[src/rtl/rot_regfile_write_sched.sv]
// rot_regfile_write_sched: round-robin write-port scheduler with bulk-clear sequencer for the 16x4 rotating register file
//   req/req_addr/req_data : per-requester level request with packed address/data
//   ack                   : one-cycle pulse coincident with that requester's write
//   clear_start/value     : begin a bulk clear writing clear_value to every address
//   clear_busy/done       : clear in progress / pulse on the final clear write
//   rf_w_addr/data_in/set : register-file write port
//   grant_id              : index of the last granted requester
module rot_regfile_write_sched #(
    parameter int NUM_REQ   = 2,
    parameter int ADDR_BITS = 4,
    parameter int NUM_REGS  = 16,
    parameter int DATA_BITS = 4
) (
    input  logic                           clk,
    input  logic                           rst,
    input  logic [NUM_REQ-1:0]             req,
    input  logic [NUM_REQ*ADDR_BITS-1:0]   req_addr,
    input  logic [NUM_REQ*DATA_BITS-1:0]   req_data,
    output logic [NUM_REQ-1:0]             ack,
    input  logic                           clear_start,
    input  logic [DATA_BITS-1:0]           clear_value,
    output logic                           clear_busy,
    output logic                           clear_done,
    output logic [ADDR_BITS-1:0]           rf_w_addr,
    output logic [DATA_BITS-1:0]           rf_data_in,
    output logic                           rf_set_data,
    output logic [1:0]                     grant_id
);
    typedef enum logic {IDLE, CLEAR} state_t;
    state_t state, state_n;
    logic [NUM_REQ-1:0]   elig, ack_n;
    logic [1:0]           idx, pick, gid_n;
    logic                 found, set_n, busy_n, done_n;
    logic [ADDR_BITS-1:0] addr_n, nxt;
    logic [DATA_BITS-1:0] data_n;
    // A requester acked this cycle is still holding req for the write just made.
    assign elig = req & ~ack;
    assign nxt  = rf_w_addr + ADDR_BITS'(1);
    // Descending scan so the smallest offset after grant_id wins.
    always_comb begin
        idx   = '0;
        pick  = grant_id;
        found = 1'b0;
        for (int k = NUM_REQ; k >= 1; k--) begin
            idx = 2'((int'(grant_id) + k) % NUM_REQ);
            if ((elig & (NUM_REQ'(1) << idx)) != '0) begin
                pick  = idx;
                found = 1'b1;
            end
        end
    end
    // rf_data_in itself holds the latched clear value for the whole sequence.
    always_comb begin
        state_n = state;
        ack_n   = '0;
        set_n   = 1'b0;
        busy_n  = 1'b0;
        done_n  = 1'b0;
        addr_n  = rf_w_addr;
        data_n  = rf_data_in;
        gid_n   = grant_id;
        if (state == CLEAR) begin
            if (clear_done) begin
                state_n = IDLE;
            end else begin
                set_n  = 1'b1;
                busy_n = 1'b1;
                addr_n = nxt;
                done_n = nxt == ADDR_BITS'(NUM_REGS - 1);
            end
        end else if (clear_start) begin
            state_n = CLEAR;
            set_n   = 1'b1;
            busy_n  = 1'b1;
            addr_n  = '0;
            data_n  = clear_value;
            done_n  = NUM_REGS == 1;
        end else if (found) begin
            set_n  = 1'b1;
            ack_n  = NUM_REQ'(1) << pick;
            gid_n  = pick;
            addr_n = ADDR_BITS'(req_addr >> (int'(pick) * ADDR_BITS));
            data_n = DATA_BITS'(req_data >> (int'(pick) * DATA_BITS));
        end
    end
    always_ff @(posedge clk) begin
        if (rst) begin
            state       <= IDLE;
            ack         <= '0;
            rf_set_data <= 1'b0;
            clear_busy  <= 1'b0;
            clear_done  <= 1'b0;
            rf_w_addr   <= '0;
            rf_data_in  <= '0;
            grant_id    <= 2'(NUM_REQ - 1);
        end else begin
            state       <= state_n;
            ack         <= ack_n;
            rf_set_data <= set_n;
            clear_busy  <= busy_n;
            clear_done  <= done_n;
            rf_w_addr   <= addr_n;
            rf_data_in  <= data_n;
            grant_id    <= gid_n;
        end
    end
endmodule

[config.mk]
export PLATFORM = sky130hd
export DESIGN_NAME = rot_regfile_write_sched
export DESIGN_NICKNAME = d
export VERILOG_FILES = /design/src/rtl/rot_regfile_write_sched.sv
export SDC_FILE = /design/constraint.sdc
export NUM_CORES = 1
export LEC_CHECK = 0
export CORE_ASPECT_RATIO = 1.25
export CORE_MARGIN = 2
export CORE_UTILIZATION = 40
export CTS_BUF_LIST = sky130_fd_sc_hd__clkbuf_16
export DETAILED_ROUTE_END_ITERATION = 8
export PLACE_DENSITY = 0.75
export SLEW_MARGIN = 0
export SYNTH_ARGS = -nofsm -noshare
export SYNTH_HDL_FRONTEND = slang
export SYNTH_SLANG_ARGS = --single-unit
[constraint.sdc]
create_clock -name clk -period 1.2 [get_ports clk]
set_input_delay 0.24 -clock clk [delete_from_list [all_inputs] [get_ports clk]]
set_output_delay 0.24 -clock clk [all_outputs]
set_load 0.1 [all_outputs]
### Word-level counts from Yosys, hierarchy flattened

Cells that the tools add are included.

* bits in registers: 15
* bits in latches: 0
* memory bits (writable): 0
* memory bits (read-only): 0
* output and inout port bits: 15
* logic and storage cells: 51
* memories kept: 0

* $add $sub $neg: 3
* multipliers: 0
* div/mod/pow operators: 0
* order comparisons: 0
* eq/ne operators: 2
* shift operators: 5
* multiplexer cells: 16
* bitwise gates (word level): 9
* reduce and logical (&&, ||, !) cells: 9

Operators with widths (count)
* $mux 4: 6
* $shr 8x4->4: 2
* $mux 1: 8
* $and 2x2->2: 3
* $reduce_bool 2->1: 3
* $shl 1x2->2 const A: 3
* $add 4x1->4 const B: 1
* $eq 4x4->1 const B: 1
* $mux 2: 2
* $reduce_and 2->1: 2
* $reduce_or 4->1: 1
* $not 1->1: 3
* $reduce_and 3->1: 1
* $reduce_bool 3->1: 1
* $reduce_or 3->1: 1
* $add 1x1->1 const B: 2
* $and 1x1->1 const A: 2
* $ne 2x2->1 const B: 1
* $not 2->2: 1

### Longest topological paths before layout

Gate-level depths: netlist of the first run.

* depth after elaboration: 11
* gate-level depth with buffers: 6
* gate-level depth less buffers: 5

### Least setup slack after synthesis of the first run

No wires, ideal clock.

* path kind: flip-flop to flip-flop
* start: reg grant_id[0]
* end: reg rf_data_in[0]
* setup time: 133 ps
* data arrival time: 1857 ps
* required time: 1067 ps
* setup slack: -790 ps
* cell stages (with the launch flop): 6
* buffers on the path: 2
* clock period less this slack: 1990 ps
* cell sequence: dfxtp_1 buf_4 clkbuf_1 nor3b_1 o31ai_1 a211oi_1

* longest elaborated chain between the ends: 10

Ends and longest elaborated chain
* from (decl): line 27 `output logic [1:0] grant_id`
* from (signal assigned): line 95 `grant_id <= 2'(NUM_REQ - 1);`
* from (signal assigned): line 104 `grant_id <= gid_n;`
* $add 1x1->1: line 45 `idx = 2'((int'(grant_id) + k) % NUM_REQ);`
* $and 1x1->1 (no line)
* $shl 1x2->2: line 46 `if ((elig & (NUM_REQ'(1) << idx)) != '0) begin`
* $and 2x2->2: line 46
* $reduce_bool 2->1: line 46
* $mux 2 (2 in a row): line 46
* $shr 8x4->4: line 83 `data_n = DATA_BITS'(req_data >> (int'(pick) * DATA_BITS));`
* $mux 4: line 78 `end else if (found) begin`
* $mux 4: line 71 `end else if (clear_start) begin`
* to (signal assigned): line 103 `rf_data_in <= data_n;`
* to (decl): line 25 `output logic [DATA_BITS-1:0] rf_data_in,`

Several ways; a longest one is shown, not always the timed one. The select of a mux whose other input is x is not followed.
A chain may end at the register's enable or synchronous reset.

### Final worst setup path of the first run

* start: reg ack[0]
* end: reg rf_w_addr[2]

* longest elaborated chain between the ends: 10

Ends and longest elaborated chain
* from (decl): line 19 `output logic [NUM_REQ-1:0] ack,`
* from (signal assigned): line 98 `ack <= ack_n;`
* $not 2->2 (*): line 37 `assign elig = req & ~ack;`
* $and 2x2->2 (*): line 37
* $and 2x2->2: line 46
* $reduce_bool 2->1: line 46
* $mux 2 (2 in a row): line 46
* $shr 8x4->4: line 82 `addr_n = ADDR_BITS'(req_addr >> (int'(pick) * ADDR_BITS));`
* $mux 4: line 78
* $mux 4: line 71
* $mux 4: line 62 `if (state == CLEAR) begin`
* to (signal assigned): line 102 `rf_w_addr <= addr_n;`
* to (decl): line 24 `output logic [ADDR_BITS-1:0] rf_w_addr,`

Mark *: on every way between the ends. The rest lies on a longest branch, timed or not. The select of a mux whose other input is x is not followed.

==> results of run 1 <==
worst min path at each step:
stage,to,cells past startpoint
floorplan,rf_w_addr[0],1
global placement,state,1
detailed placement,state,1
CTS,rf_data_in[2],2
global route,state,1
finish,state,1
cell type report:
class / instances / area [sq um]
clock buffer: 3 / 75.07
sequential: 15 / 330.3
inverter: 2 / 7.507
multi-input combinational: 104 / 857.1
timing repair buffer: 64 / 779.5
clock inverter: 1 / 5.005
tap: 34 / 42.54
fill: 176 / 583.1
cell usage after synthesis, drive strengths merged:
cell type and n:
o21a 1, a221oi 1, inv 2, o21ai 2, mux2i 8, and2b 2
a32oi 1, a311oi 1, and3 1, and3b 1, nand2b 2, nor3b 16
nand3 1, o21bai 1, o31ai 9, buf 8, ha 2, nand4 1
dfxtp 15, nor2 12, o31a 1, clkbuf 2, xor2 2, a31oi 1
nor3 1, nand2 17, a32o 1, a21oi 7, a211oi 9, or3 1
flip-flops by register name (all words and copies together), names as in the netlist:
signal / cells
rf_w_addr: 4
ack: 2
grant_id: 2
clear_done: 1
rf_set_data: 1
rf_data_in: 4
state: 1
layer usage:
| metal | track usage | vias to the layer above | share of wire |
|---|---|---|---|
| met3 | 0.03555 | 13 | 0.047 |
| li1 | - | 597 | - |
| met2 | 0.4888 | 62 | 0.54 |
| met1 | 0.2956 | 643 | 0.39 |
| met5 | 0 | - | 0 |
| met4 | 0.1283 | 0 | 0.029 |
kinds of logic (layout without fill, tap and decap cells):
family	count (synthesis)	in the layout	share of synthesized area
buf+inv	12	70	0.07333
compound gates	35	35	0.2655
simple gates	55	57	0.2856
mux	8	8	0.07111
flops	15	15	0.2667
xor+xnor	2	2	0.01556
fa+ha+maj	2	2	0.02222
power breakdown:
part           switching (mW)  internal (mW)
clock network           0.210          0.445
registers              0.0601          0.533
logic                   0.525          0.413
total                   0.795           1.39
cell usage in the layout, fill, tap and decap left out, types with 2 or more instances in the layout:
cell / Yosys / routed
dfxtp_2: 0 / 3
o31ai_1: 8 / 4
nor2_1: 11 / 10
buf_6: 4 / 8
ha_1: 2 / 2
buf_12: 0 / 17
clkdlybuf4s50_1: 0 / 21
xor2_1: 2 / 2
nand2b_4: 2 / 2
buf_4: 1 / 15
a21oi_1: 7 / 7
mux2i_1: 8 / 7
a211oi_2: 0 / 5
clkbuf_16: 0 / 3
dfxtp_4: 0 / 7
dfxtp_1: 15 / 5
dlygate4sd2_1: 0 / 3
nand2_1: 17 / 17
a211oi_1: 9 / 4
o31ai_2: 0 / 4
nor3b_2: 0 / 6
and2b_4: 2 / 4
nor3b_1: 16 / 10
through the flow:
| step | area [sq um] | power, mW | TNS (ns) |
|---|---|---|---|
| 4_1_cts | 2034 | 2.134 | -1.227 |
| 3_3_place_gp | 1827 | 1.405 | -5.649 |
| 6_report | 2097 | 2.186 | -1.491 |
| 3_5_place_dp | 1827 | 1.427 | -6.345 |
| 5_1_grt | 2097 | 2.258 | -1.861 |
| 2_1_floorplan | 1174 | 1.087 | -1.880 |
repair_timing:
item / in CTS / in global routing
cloned: 2 / 0
pin swaps: 9 / 5
gates resized for setup: 21 / 13
setup endpoints to repair: 15 / 11
buffers inserted: 7 / 2
==> summary.md, run 1 <==
| Metric | Value |
|---|---|
| Buf/Inv on CP | 0 |
| Largest net degree at the start of global routing | 18 |
| Worst Hold Class | reg -> reg |
| WP data required | 1.35 ns |
| Syn Nets | 156 |
| Crit path from | ack[0] |
| Min Clock Period, post-route | about 1.4 ns |
| Status | finished with violations |
| CP Capture Point | rf_w_addr[2] |
| Seq cells post-synth | 15 |
| # diodes | 0 |
| FF-to-FF path depth | 4 |
| Post-route insts no fill | between 200 and 250 |
| Post-DP HPWL | 2597 um |
| Avg Cell Area, Syn | just under 9 sq um |
| I/O pin count | 40 |
| GP Congestion | 0.8934 |
| Crit path DAT | ~1.6 ns |
| First-pass GRT wire length | around 6500 um |
| CTS Sinks | 15 |
| Clock Tree Buf Depth | 2 |
| Port Buffers | 39 |
| Post-route ant nets | 0 |
| Fraction of layout cells with a size suffix above 1 | 0.4550 |
| Mapped Area | approximately 1100 sq um |
| Crit path capture type | register |
| Antenna violations before repair | 0 |
| Critical-path cell list | and2b_4, mux2i_1, o31ai_2, a211oi_2 |
| Hold Slack | between 0.5 and 0.6 ns |
| Rel. slew slack | 0.7719 |
| Die X | just over 50 um |
| Clock Latency Late Sink | ~0.25 ns |
| Placed insts | roughly 210 |
| TritonCTS clock tree | built |
| Area contributors post-synth | dfxtp_1 (27%), nor3b_1 (11%), mux2i_1 (7.1%), a211oi_1 (6.0%), nand2_1 (5.7%) |
| Worst setup SP type | register |
| R2R Path Start | ack[0] |
| Area Overhead vs Synth | 86.22% |
| Final Setup Violations | 9 |
| Starting Density | 0.4202 |
| Core Box Area | about 2700 sq um |
| Drc violations | 0 |
| Setup ws final | -0.2306 ns |
| Yosys top cell by area | dfxtp_1 |
| WL final | 4308 um |
| Total track usage | 0.2687 |
| 1st-iter DRT viols | slightly above 60 |
| First drt pass iteration count | 5 |
| Worst-Margin Slew | roughly 0.34 ns |
| Achievable Freq | roughly 700 MHz |
| Die Ht | approximately 63 um |
| Row count | 21 |
| Reg2reg setup slack | -0.23 ns |
| Gr ovfl total | 0 |
| CTS Buf Count | 3 |
| Drt wl/cell | approximately 19 um |
| Max incr delay on CP | ~0.35 ns |
| Critical-path maximum fanout | 7 |
| Final Hold Vio Count | 0 |
| Worst Skew | 0.004161 ns |
| Gate Count Post-Synth | ~130 |
| Root buf cell | clkbuf_16 |
| CP delay by family, top | compound AO/OA/AOI/OAI gates |
| Vias | 1315 |
| Hold bufs inserted after CTS | 0 |
| Pre-CTS setup slack | -0.6148 ns |
| Slew Viols, Final | 0 |
| Synth unique cells | 36 |
| Yosys top cell area share | 0.2667 |
| Pwr Density | 1043 nW/um^2 |
| RSZ-0062 raised after global routing | yes |
| Hold path start | state |
| Crit share post-route | 1.192 |
| Fin util | 0.7824 |
| # nets final | around 220 |
| P_leak | 0.8568 nW |
| Die ar. | between 3000 and 4000 sq um |
| CP Depth | 4 |
| CTS H-Tree Depth | 1 |
| Crit Path Category | reg -> reg |
| Register area share after synthesis | 0.2667 |
| Failing checks | setup timing |
| Vias in the first global route | 1379 |
| Max-Cap Viols | 0 |
| Reg2reg end | rf_w_addr[2] |
| Synth warn | 0 |
| Peak VDD IR | approximately 0.7 mV |
| Slowest cell on the critical path | dfxtp_4 |
| Routed vias/inst | just under 6 |
| CTS clk-pin slew, worst paths | around 0.05 ns |
No activity file was read; power rests on OpenSTA's default activity.
==> run 2, diff against run 1 <==
--- a/config.mk
+++ b/config.mk
@@ -5,12 +5,14 @@
 export SDC_FILE = /design/constraint.sdc
 export NUM_CORES = 1
 export LEC_CHECK = 0
+export ABC_AREA = 0
 export CORE_ASPECT_RATIO = 1.25
 export CORE_MARGIN = 2
-export CORE_UTILIZATION = 40
+export CORE_UTILIZATION = 44
 export CTS_BUF_LIST = sky130_fd_sc_hd__clkbuf_16
+export CTS_CLUSTER_SIZE = 12
 export DETAILED_ROUTE_END_ITERATION = 8
-export PLACE_DENSITY = 0.75
+export DONT_BUFFER_PORTS = 1
 export SLEW_MARGIN = 0
 export SYNTH_ARGS = -nofsm -noshare
 export SYNTH_HDL_FRONTEND = slang
==> summary.md, run 2 (synthesized netlist as in run 1, its figures left out) <==
| Metric | Value |
|---|---|
| Failing checks | setup timing |
| Hold Slack | 0.05032 ns |
| Starting Density | 0.4639 |
| Row count | 20 |
| Hold path start | rst |
| Crit path from | ack[1] |
| Min Clock Period, post-route | approximately 1.4 ns |
| Port Buffers | 0 |
| Clock Latency Late Sink | about 0.24 ns |
| Post-route ant nets | 0 |
| Post-DP HPWL | between 2000 and 2500 um |
| Crit share post-route | 1.156 |
| Largest net degree at the start of global routing | 21 |
| Max-Cap Viols | 0 |
| Largest registers | rf_data_in (4), rf_w_addr (4) |
| WP data required | 1.35 ns |
| Total track usage | 0.2331 |
| Rel. slew slack | 0.7770 |
| Crit Path Category | reg -> reg |
| Final Hold Vio Count | 0 |
| Most frequent cells in the layout | buf_4 (21), nand2_1 (17), nor2_1 (11), nor3b_1 (10), mux2i_1 (8) |
| Vias in the first global route | about 1100 |
| # diodes | 0 |
| Vias | roughly 1100 |
| First drt pass iteration count | 4 |
| Peak VDD IR | around 0.56 mV |
| WL final | ~3200 um |
| Final Setup Violations | 9 |
| # nets final | 185 |
| Worst Hold Class | in -> reg |
| Commonest non-fill, non-tap cell in the layout | buf_4 |
| Drt wl/cell | 17.04 um |
| Reg2reg end | rf_w_addr[1] |
| Core Box Area | roughly 2400 sq um |
| Fin util | 0.6789 |
| Root buf cell | clkbuf_16 |
| Reg2reg setup slack | -0.19 ns |
| Slew Viols, Final | 0 |
| Routed vias/inst | approximately 5.8 |
| Drc violations | 0 |
| TritonCTS clock tree | built |
| Register Area | ~330 sq um |
| Die ar. | slightly below 3000 sq um |
| Worst hold stages | 1 |
| Worst Hold Endpoint | rf_w_addr[0] |
| Critical-path maximum fanout | 5 |
| FILL cells | 189 |
| First-pass GRT wire length | about 5300 um |
| Crit path capture type | register |
| Antenna violations before repair | 0 |
| Fraction of layout cells with a size suffix above 1 | 0.4777 |
| Status | finished with violations |
| FF-to-FF path depth | 4 |
| Critical-path cell list | nand2b_4, a311oi_4, o31ai_1, a211oi_1 |
| Worst Skew | 0.0008970 ns |
| 1st-iter DRT viols | 29 |
| Area Overhead vs Synth | 46.33% |
| Gr ovfl total | 0 |
| Worst-Margin Slew | ~0.33 ns |
| Multi-input gate area | ~840 sq um |
| RSZ-0062 raised after global routing | yes |
| Achievable Freq | roughly 720 MHz |
| Max incr delay on CP | approximately 0.36 ns |
| CTS Sinks | 15 |
| Clock Tree Buf Depth | 2 |
| Buf/Inv on CP | 0 |
| Slowest cell on the critical path | a311oi_4 |
| GP Congestion | a little under 0.8 |
| Setup ws final | -0.1867 ns |
| Die X | around 50 um |
| I/O pin count | 40 |
| Pwr Density | around 1200 nW/um^2 |
| CTS H-Tree Depth | 1 |
| CTS clk-pin slew, worst paths | 0.05 ns |
| Worst setup SP type | register |
| Crit path DAT | about 1.5 ns |
| Pre-CTS setup slack | -0.2451 ns |
| P_leak | 0.6780 nW |
| R2R Path Start | ack[1] |
| CP delay by family, top | compound AO/OA/AOI/OAI gates |
| CTS Buf Count | 3 |
| Die Ht | ~60 um |
run 2: per-layer routing:
| metal | up-vias | global-route usage | share of wire |
|---|---|---|---|
| met3 | 7 | 0.02709 | 0.057 |
| met1 | 519 | 0.2868 | 0.38 |
| met5 | - | 0 | 0 |
| met4 | 0 | 0.1347 | 0.022 |
| li1 | 538 | - | - |
| met2 | 38 | 0.3996 | 0.54 |
run 2: what timing repair did:
action | 4_1_cts | 5_1_grt
setup buffers | 6 | 2
setup endpoints to repair | 10 | 11
pin swaps | 5 | 5
hold buffers | 0 | 0
cloned | 2 | 0
resized for setup | 13 | 10
run 2: power breakdown:
| group | switching, mW | internal (mW) |
|---|---|---|
| clock | 0.193 | 0.441 |
| combinational | 0.451 | 0.272 |
| sequential | 0.0471 | 0.533 |
| total | 0.692 | 1.25 |
run 2: worst max-delay path by stage:
stage	slack (ns)	depth (start not counted)	to
final	-0.19	4	rf_w_addr[1]
after global routing	-0.22	4	rf_w_addr[1]
after CTS	-0.19	4	rf_w_addr[1]
after detailed placement	-0.25	4	rf_w_addr[2]
after global placement	-0.20	4	rf_w_addr[0]
after floorplan	-0.23	4	rf_w_addr[1]
run 2: cell type report:
class	count	share of cell area
Tap cell	33	0.02506
Sequential cell	15	0.2005
Timing Repair Buffer	32	0.2103
Inverter	2	0.004556
Multi-Input combinational cell	104	0.5118
Clock buffer	3	0.04556
Clock inverter	1	0.002278
run 2: per-stage QoR:
stage	setup TNS, ns	area (sq um)	power (mW)	std cells
6_report	-1.204	1648	1.938	190
4_1_cts	-1.131	1585	1.917	188
3_5_place_dp	-1.292	1400	1.236	176
2_1_floorplan	-1.880	1174	1.087	129
5_1_grt	-1.626	1648	2.024	190
3_3_place_gp	-0.9859	1400	1.224	176
